--- config.mk ---
export PLATFORM = sky130hd
export DESIGN_NAME = store_buffer_flat
export DESIGN_NICKNAME = d
export VERILOG_FILES = /design/src/rtl/store_buffer_pkg.sv /design/src/rtl/store_buffer_if.sv /design/src/rtl/store_buffer_sb_fifo.sv /design/src/rtl/store_buffer.sv /design/src/flat_wrapper.sv
export SDC_FILE = /design/constraint.sdc
export NUM_CORES = 1
export LEC_CHECK = 0
export ABC_AREA = 1
export BUFFER_PORTS_ARGS = -buffer_cell sky130_fd_sc_hd__buf_4
export CORE_ASPECT_RATIO = 1.25
export CORE_MARGIN = 2
export CORE_UTILIZATION = 40
export CTS_CLUSTER_DIAMETER = 120
export DETAILED_ROUTE_END_ITERATION = 10
export HOLD_SLACK_MARGIN = 0.03
export RECOVER_POWER = 50
export SLEW_MARGIN = 10
export SYNTH_ARGS = -nofsm -noshare
export SYNTH_HDL_FRONTEND = slang
export SYNTH_SLANG_ARGS = --single-unit
--- constraint.sdc ---
create_clock -name clk -period 3.8 [get_ports clk]
set_input_delay 0 -clock clk [delete_from_list [all_inputs] [get_ports clk]]
set_output_delay 0 -clock clk [all_outputs]
set_load 0.01 [all_outputs]
--- src/rtl/store_buffer_pkg.sv ---
// Shared definitions for the store buffer slice.
// Holds the default widths/sizes and the starve FSM state encoding.
package store_buffer_pkg;
  localparam int SB_W            = 16;
  localparam int SB_DEPTH        = 4;
  localparam int SB_MATCH_W      = 3;
  localparam int SB_STARVE_LIMIT = 8;

  // RUN: loads have priority over drains.
  // FORCE: one drain is forced ahead of any load.
  typedef enum logic {
    RUN   = 1'b0,
    FORCE = 1'b1
  } sb_state_e;
endpackage

--- src/rtl/store_buffer_if.sv ---
// Bus bundle between the MEM stage, the store buffer and the data memory.
// slave  : the store buffer (takes CPU requests and mem_rdata, drives
//          cpu_rdata/cpu_stall/sb_empty and the memory port).
// master : the environment (MEM stage plus data memory).
interface store_buffer_if
  import store_buffer_pkg::*;
#(
  parameter int W = SB_W
);
  logic [W-1:0] cpu_addr;
  logic [W-1:0] cpu_wdata;
  logic         cpu_we;
  logic         cpu_re;
  logic         cpu_fence;
  logic [W-1:0] cpu_rdata;
  logic         cpu_stall;
  logic         sb_empty;
  logic [W-1:0] mem_addr;
  logic [W-1:0] mem_wdata;
  logic         mem_we;
  logic         mem_re;
  logic [W-1:0] mem_rdata;

  modport slave (
    input  cpu_addr, cpu_wdata, cpu_we, cpu_re, cpu_fence, mem_rdata,
    output cpu_rdata, cpu_stall, sb_empty, mem_addr, mem_wdata, mem_we, mem_re
  );

  modport master (
    output cpu_addr, cpu_wdata, cpu_we, cpu_re, cpu_fence, mem_rdata,
    input  cpu_rdata, cpu_stall, sb_empty, mem_addr, mem_wdata, mem_we, mem_re
  );
endinterface

--- src/rtl/store_buffer_sb_fifo.sv ---
// In-order entry storage for the store buffer.
// Ports:
//   clk, rst              clock, asynchronous active-high reset
//   push, push_addr/data  enqueue at the tail (ignored when full)
//   pop                   dequeue the head (ignored when empty)
//   head_addr/head_data   oldest entry
//   tail, count           write pointer and occupancy (count has one extra
//                         bit so full and empty are distinct)
//   full, empty           occupancy flags
//   ent_addr/ent_data     flat view of every slot for the forwarding search
module sb_fifo
  import store_buffer_pkg::*;
#(
  parameter int W     = SB_W,
  parameter int DEPTH = SB_DEPTH,
  localparam int PTR_W = $clog2(DEPTH),
  localparam int CNT_W = PTR_W + 1
) (
  input  logic                      clk,
  input  logic                      rst,
  input  logic                      push,
  input  logic                      pop,
  input  logic [W-1:0]              push_addr,
  input  logic [W-1:0]              push_data,
  output logic [W-1:0]              head_addr,
  output logic [W-1:0]              head_data,
  output logic [PTR_W-1:0]          tail,
  output logic [CNT_W-1:0]          count,
  output logic                      full,
  output logic                      empty,
  output logic [DEPTH-1:0][W-1:0]   ent_addr,
  output logic [DEPTH-1:0][W-1:0]   ent_data
);
  logic [PTR_W-1:0] head;
  logic             push_ok;
  logic             pop_ok;

  assign full    = (count == CNT_W'(DEPTH));
  assign empty   = (count == '0);
  assign push_ok = push && !full;
  assign pop_ok  = pop && !empty;

  // Pointers wrap naturally because DEPTH is a power of two.
  always_ff @(posedge clk or posedge rst) begin
    if (rst) begin
      head  <= '0;
      tail  <= '0;
      count <= '0;
    end else begin
      if (push_ok) tail <= tail + PTR_W'(1);
      if (pop_ok)  head <= head + PTR_W'(1);
      if (push_ok && !pop_ok)      count <= count + CNT_W'(1);
      else if (pop_ok && !push_ok) count <= count - CNT_W'(1);
    end
  end

  // Entry payload carries no reset; only slots below count are ever read.
  always_ff @(posedge clk) begin
    if (push_ok) begin
      ent_addr[tail] <= push_addr;
      ent_data[tail] <= push_data;
    end
  end

  assign head_addr = ent_addr[head];
  assign head_data = ent_data[head];
endmodule

--- src/rtl/store_buffer.sv ---
// Store buffer between the MEM stage and a data memory with combinational
// read / synchronous write. Stores queue in order and drain in any cycle
// without a serviced load; loads forward from the youngest matching entry.
// A starve counter forces a drain ahead of loads after a run of blocked
// drains, and a fence drains everything before completing.
// Ports:
//   clk  system clock
//   rst  asynchronous active-high reset
//   bus  store_buffer_if.slave: cpu_* request/response and mem_* port
module store_buffer
  import store_buffer_pkg::*;
#(
  parameter int W            = SB_W,
  parameter int DEPTH        = SB_DEPTH,
  parameter int MATCH_W      = SB_MATCH_W,
  parameter int STARVE_LIMIT = SB_STARVE_LIMIT
) (
  input logic           clk,
  input logic           rst,
  store_buffer_if.slave bus
);
  localparam int PTR_W = $clog2(DEPTH);
  localparam int CNT_W = PTR_W + 1;
  localparam int STV_W = $clog2(STARVE_LIMIT) + 1;

  logic [W-1:0]            head_addr;
  logic [W-1:0]            head_data;
  logic [PTR_W-1:0]        tail;
  logic [CNT_W-1:0]        count;
  logic                    full;
  logic                    empty;
  logic [DEPTH-1:0][W-1:0] ent_addr;
  logic [DEPTH-1:0][W-1:0] ent_data;

  sb_state_e        state;
  logic [STV_W-1:0] starve;

  logic             do_fence;
  logic             do_store;
  logic             do_load;
  logic             load_ok;
  logic             drain;
  logic             push;
  logic             stall_c;

  logic             fwd_hit;
  logic [W-1:0]     fwd_data;
  logic [PTR_W-1:0] idx;

  function automatic logic low_match(input logic [MATCH_W-1:0] a,
                                     input logic [MATCH_W-1:0] b);
    return a == b;
  endfunction

  sb_fifo #(.W(W), .DEPTH(DEPTH)) u_fifo (
    .clk       (clk),
    .rst       (rst),
    .push      (push),
    .pop       (drain),
    .push_addr (bus.cpu_addr),
    .push_data (bus.cpu_wdata),
    .head_addr (head_addr),
    .head_data (head_data),
    .tail      (tail),
    .count     (count),
    .full      (full),
    .empty     (empty),
    .ent_addr  (ent_addr),
    .ent_data  (ent_data)
  );

  // Request decode: fence > store > load; lower requests are dropped.
  always_comb begin
    do_fence = bus.cpu_fence;
    do_store = !bus.cpu_fence && bus.cpu_we;
    do_load  = !bus.cpu_fence && !bus.cpu_we && bus.cpu_re;
    load_ok  = do_load && (state == RUN);
    drain    = !empty && !load_ok;
    push     = do_store && !full;
    stall_c  = (do_fence && !empty) || (do_store && full) ||
               (do_load && (state == FORCE));
  end

  // Youngest-first scan starting at tail-1; first hit wins.
  always_comb begin
    fwd_hit  = 1'b0;
    fwd_data = '0;
    idx      = '0;
    for (int i = 0; i < DEPTH; i++) begin
      idx = tail - PTR_W'(i + 1);
      if (!fwd_hit && (CNT_W'(i) < count) &&
          low_match(ent_addr[idx][MATCH_W-1:0], bus.cpu_addr[MATCH_W-1:0])) begin
        fwd_hit  = 1'b1;
        fwd_data = ent_data[idx];
      end
    end
  end

  // Port muxing. rst masks everything so outputs reach their reset values
  // immediately, even if the MEM stage keeps requesting during reset.
  always_comb begin
    bus.cpu_stall = 1'b0;
    bus.cpu_rdata = '0;
    bus.mem_addr  = '0;
    bus.mem_wdata = '0;
    bus.mem_we    = 1'b0;
    bus.mem_re    = 1'b0;
    if (!rst) begin
      bus.cpu_stall = stall_c;
      if (load_ok) begin
        bus.mem_re    = 1'b1;
        bus.mem_addr  = bus.cpu_addr;
        bus.cpu_rdata = fwd_hit ? fwd_data : bus.mem_rdata;
      end else if (drain) begin
        bus.mem_we    = 1'b1;
        bus.mem_addr  = head_addr;
        bus.mem_wdata = head_data;
      end
    end
  end

  assign bus.sb_empty = empty;

  // Starve FSM: counts loads that block a pending drain; the blocked cycle
  // seen with the counter at STARVE_LIMIT-1 arms FORCE for the next cycle.
  always_ff @(posedge clk or posedge rst) begin
    if (rst) begin
      state  <= RUN;
      starve <= '0;
    end else begin
      case (state)
        RUN: begin
          if (load_ok && !empty) begin
            if (starve == STV_W'(STARVE_LIMIT - 1)) state <= FORCE;
            starve <= starve + STV_W'(1);
          end else begin
            starve <= '0;
          end
        end
        FORCE: begin
          state  <= RUN;
          starve <= '0;
        end
        default: begin
          state  <= RUN;
          starve <= '0;
        end
      endcase
    end
  end
endmodule
--- src/flat_wrapper.sv ---
// flat-port wrapper written by rule: the top's interface ports become plain ports
module store_buffer_flat import store_buffer_pkg::*;
#(
  parameter int W            = SB_W,
  parameter int DEPTH        = SB_DEPTH,
  parameter int MATCH_W      = SB_MATCH_W,
  parameter int STARVE_LIMIT = SB_STARVE_LIMIT
)
  (clk, rst, bus_cpu_addr, bus_cpu_wdata, bus_cpu_we, bus_cpu_re, bus_cpu_fence, bus_mem_rdata, bus_cpu_rdata, bus_cpu_stall, bus_sb_empty, bus_mem_addr, bus_mem_wdata, bus_mem_we, bus_mem_re);
  store_buffer_if #(.W(W)) bus_i ();
  input logic clk;
  input logic rst;
  input wire logic [$bits(bus_i.cpu_addr)-1:0] bus_cpu_addr;
  input wire logic [$bits(bus_i.cpu_wdata)-1:0] bus_cpu_wdata;
  input wire logic [$bits(bus_i.cpu_we)-1:0] bus_cpu_we;
  input wire logic [$bits(bus_i.cpu_re)-1:0] bus_cpu_re;
  input wire logic [$bits(bus_i.cpu_fence)-1:0] bus_cpu_fence;
  input wire logic [$bits(bus_i.mem_rdata)-1:0] bus_mem_rdata;
  output wire logic [$bits(bus_i.cpu_rdata)-1:0] bus_cpu_rdata;
  output wire logic [$bits(bus_i.cpu_stall)-1:0] bus_cpu_stall;
  output wire logic [$bits(bus_i.sb_empty)-1:0] bus_sb_empty;
  output wire logic [$bits(bus_i.mem_addr)-1:0] bus_mem_addr;
  output wire logic [$bits(bus_i.mem_wdata)-1:0] bus_mem_wdata;
  output wire logic [$bits(bus_i.mem_we)-1:0] bus_mem_we;
  output wire logic [$bits(bus_i.mem_re)-1:0] bus_mem_re;
  assign bus_i.cpu_addr = bus_cpu_addr;
  assign bus_i.cpu_wdata = bus_cpu_wdata;
  assign bus_i.cpu_we = bus_cpu_we;
  assign bus_i.cpu_re = bus_cpu_re;
  assign bus_i.cpu_fence = bus_cpu_fence;
  assign bus_i.mem_rdata = bus_mem_rdata;
  assign bus_cpu_rdata = bus_i.cpu_rdata;
  assign bus_cpu_stall = bus_i.cpu_stall;
  assign bus_sb_empty = bus_i.sb_empty;
  assign bus_mem_addr = bus_i.mem_addr;
  assign bus_mem_wdata = bus_i.mem_wdata;
  assign bus_mem_we = bus_i.mem_we;
  assign bus_mem_re = bus_i.mem_re;
  store_buffer #(.W(W), .DEPTH(DEPTH), .MATCH_W(MATCH_W), .STARVE_LIMIT(STARVE_LIMIT)) u_core (.clk(clk), .rst(rst), .bus(bus_i));
endmodule
==> run metrics <==
mapped cell area 0.00860 sq mm; Max Cap Viol 0; leakage power 4.35 nW; worst hold stages 4; syn nets 1131; antenna fix cells 0; commonest cells in the netlist nand2_1 (283), o21ai_0 (167), edfxtp_1 (128), inv_1 (96), nand3_1 (86); Pwr Total 8.40 mW; die width 135 um; RSZ-0062 raised after global routing no; ys flop type edfxtp_1; min Tclk post-route 3.38 ns; Final Skew 0.0108 ns; worst r2r dst u_core.u_fifo.ent_data[17]; DRC viols 0; Num CTS Buffers 17; FF-to-FF path depth 5; # port buffers 104; fmax 296 MHz; Sw Pwr 3.85 mW; fin cells 1466; async set or reset register ratio after synthesis 8.57%; Worst slew margin 22.5%; die area 0.0227 sq mm; DRT Pass-1 Iters 7; Synth cell types 37; Max stage delay on crit path 0.39 ns; Critical path origin u_core.u_fifo.tail[1]; Design Area, Final 0.0104 sq mm; R2R Setup Slk 0.91 ns; root buf cell clkbuf_16; Crit Path Max Fanout 53; first-pass GRT wire length 36700 um; wire length per cell 15.6 um; core area 0.0213 sq mm; Syn-to-layout area delta 21.0%; sequential power share 23.5%; starting density of the core 40.4%; status finished clean; Critical Path Source Type flip-flop; total grt overflow 0; Worst-Skew Late Latency 0.41 ns; combinational share of power 55.7%; Row Count 60; area share of the largest cell type after synthesis 44.7%; Total Routing Usage GR 20.6%; critical path class flip-flop to output pin; delay-heaviest family, CP simple AND/OR/NAND/NOR gates; Clock transition at path regs 0.05 ns; layout cells sized above 1 12.6%; largest cells by area after synthesis edfxtp_1 (45%), nand2_1 (12%), o21ai_0 (9.7%); CP endpoint kind output pin; reg2reg start u_core.u_fifo.tail[0]; clk buf depth 2; EDFF count, synth 128; post-place setup slack 0.627 ns; Post-Synthesis Cells 1068; Routed WL 22900 um; Slew @ Worst Pin 1.16 ns; Hold WC Path Type input pin to flip-flop; Via Count 7449; TritonCTS clock tree yes; slowest CP cell dfrtp_1; clock sinks 140; cell with the most instances after synthesis nand2_1; Peak VDD IR 0.000509 V; Clk pwr share 20.8%; nets@finish 1238; Critical Path End bus_cpu_rdata[14]; Placed Cells 1399; sequential area share after synthesis 48.2%; worst endpoint required time 3.80 ns; H-tree lvl count 4; GPL Wtd Cong 0.831; vias in the first global route 7069; switching share of power 45.9%; antenna violations before repair 0; setup ws final 0.419 ns; initial drt markers 653; max-slew violations 0; fin crit share 89.0%; Synth warnings 0; Synth Area per Inst 8.06 sq um; Die Height 168 um; Ports 105; detailed placer's ending HPWL 15500 um; Area after DPL 0.00956 sq mm; Most common cell on crit path nand2_1; P per Cell Area 807 mW/mm^2; Final setup viols 0; Yosys reg bits 140; setup tns final 0 ns; crit-path cells inv_2 -> ha_1 -> buf_4 -> inv_2 -> buf_6 -> nand3_2 -> nand2_1 -> nand2_1 -> nand2_1 -> nand3_2 -> nor2_8 -> nand3_4 -> or2_0 -> nand2_1 -> nor2_1 -> buf_4; final hold viol count 0; Antenna Nets Post-Route 0; WP depth 16; CP arrival 3.38 ns; Pint 4.55 mW; Finished Core Util 48.8%; largest net degree at the start of global routing 115; WHS 0.195 ns; vias per std cell 5.08; cell taking the most area after synthesis edfxtp_1; WP buf/inv 5
[placed cells by master, fill, tap and decap left out, types with 2 or more instances in the layout]
cell           instances
nand2_2                3
nand2_1              283
edfxtp_1             128
nor2_2                 4
clkbuf_1              36
inv_2                  5
nor2_1                64
clkinv_4               2
bufinv_16              5
dfrtp_1               10
clkinv_1               4
mux2i_1                2
nor2_4                 2
buf_4                 84
inv_1                 95
a21oi_2                3
a22o_1                13
nor3_1                 2
xor2_1                 6
nand3_2               12
o21ai_1               12
ha_1                  10
clkbuf_16             17
dlygate4sd3_1         35
buf_6                  2
nand2_4                3
o22ai_1               16
a221oi_1              16
nor2_8                 2
clkinvlp_4             2
a21oi_1               46
dfrtp_2                2
o21ai_0              167
nand3_1               86
[logic make-up (layout without fill, tap and decap cells)]
logic type / count (synthesis) / in the layout / share of synthesized area [%]
compound gates: 275 / 275 / 17.7
xor+xnor: 7 / 7 / 0.713
fa+ha+maj: 10 / 10 / 1.45
buf+inv: 169 / 288 / 8.17
flops: 140 / 140 / 48.2
mux: 2 / 2 / 0.233
simple gates: 465 / 465 / 23.5
[how the worst min path moves through the flow]
stage,startpoint,end,slack [ns]
2_1_floorplan,rst,u_core.starve[0],-0.14
3_3_place_gp,rst,u_core.starve[0],0.1
3_5_place_dp,rst,u_core.starve[0],0.09
4_1_cts,rst,u_core.u_fifo.count[2],0.21
5_1_grt,bus_cpu_fence,u_core.u_fifo.tail[0],0.24
6_report,bus_cpu_fence,u_core.u_fifo.tail[0],0.19
[power groups by stage]
stage	combinational [mW]	clock, mW	sequential [mW]
3_5_place_dp	4.64	0	2.00
3_3_place_gp	4.60	0	2.00
6_report	4.68	1.75	1.97
2_1_floorplan	3.55	0	2.00
4_1_cts	4.69	1.78	1.97
5_1_grt	5.35	1.84	1.99
[flip-flops by register name (all words and copies together), names as in the netlist]
signal,count
u_core.u_fifo.ent_addr,64
u_core.state,1
u_core.u_fifo.ent_data,64
u_core.u_fifo.tail,2
u_core.u_fifo.head,2
u_core.u_fifo.count,3
u_core.starve,4
[final cells by class]
| cell class | count | area [sq um] |
|---|---|---|
| tap | 279 | 349 |
| fill | 2112 | 10900 |
| clock inverter | 13 | 199 |
| sequential | 140 | 4150 |
| clock buffer | 18 | 429 |
| inverter | 101 | 379 |
| multi-input combinational | 759 | 3770 |
| timing repair buffer | 156 | 1130 |
[worst min-delay path, cell delays in order]
cell and delay [ns]:
buf_4 0.10, nor2_1 0.04, nand2_1 0.30, xor2_1 0.11
[metal layers]
| layer | wire, um | up-vias | global-route usage, % |
|---|---|---|---|
| li1 | - | 3849 | - |
| met2 | 10500 | 211 | 33.6 |
| met5 | 0 | - | 0 |
| met3 | 1310 | 34 | 3.61 |
| met1 | 10600 | 3355 | 27.9 |
| met4 | 405 | 0 | 6.39 |
[repair_timing]
item,4_1_cts,5_1_grt
setup endpoints to repair,0,14
hold buffers,35,0
buffers inserted,0,1
hold endpoints to repair,146,0
gates resized for setup,0,3
Power figures use the tool's default switching activity.
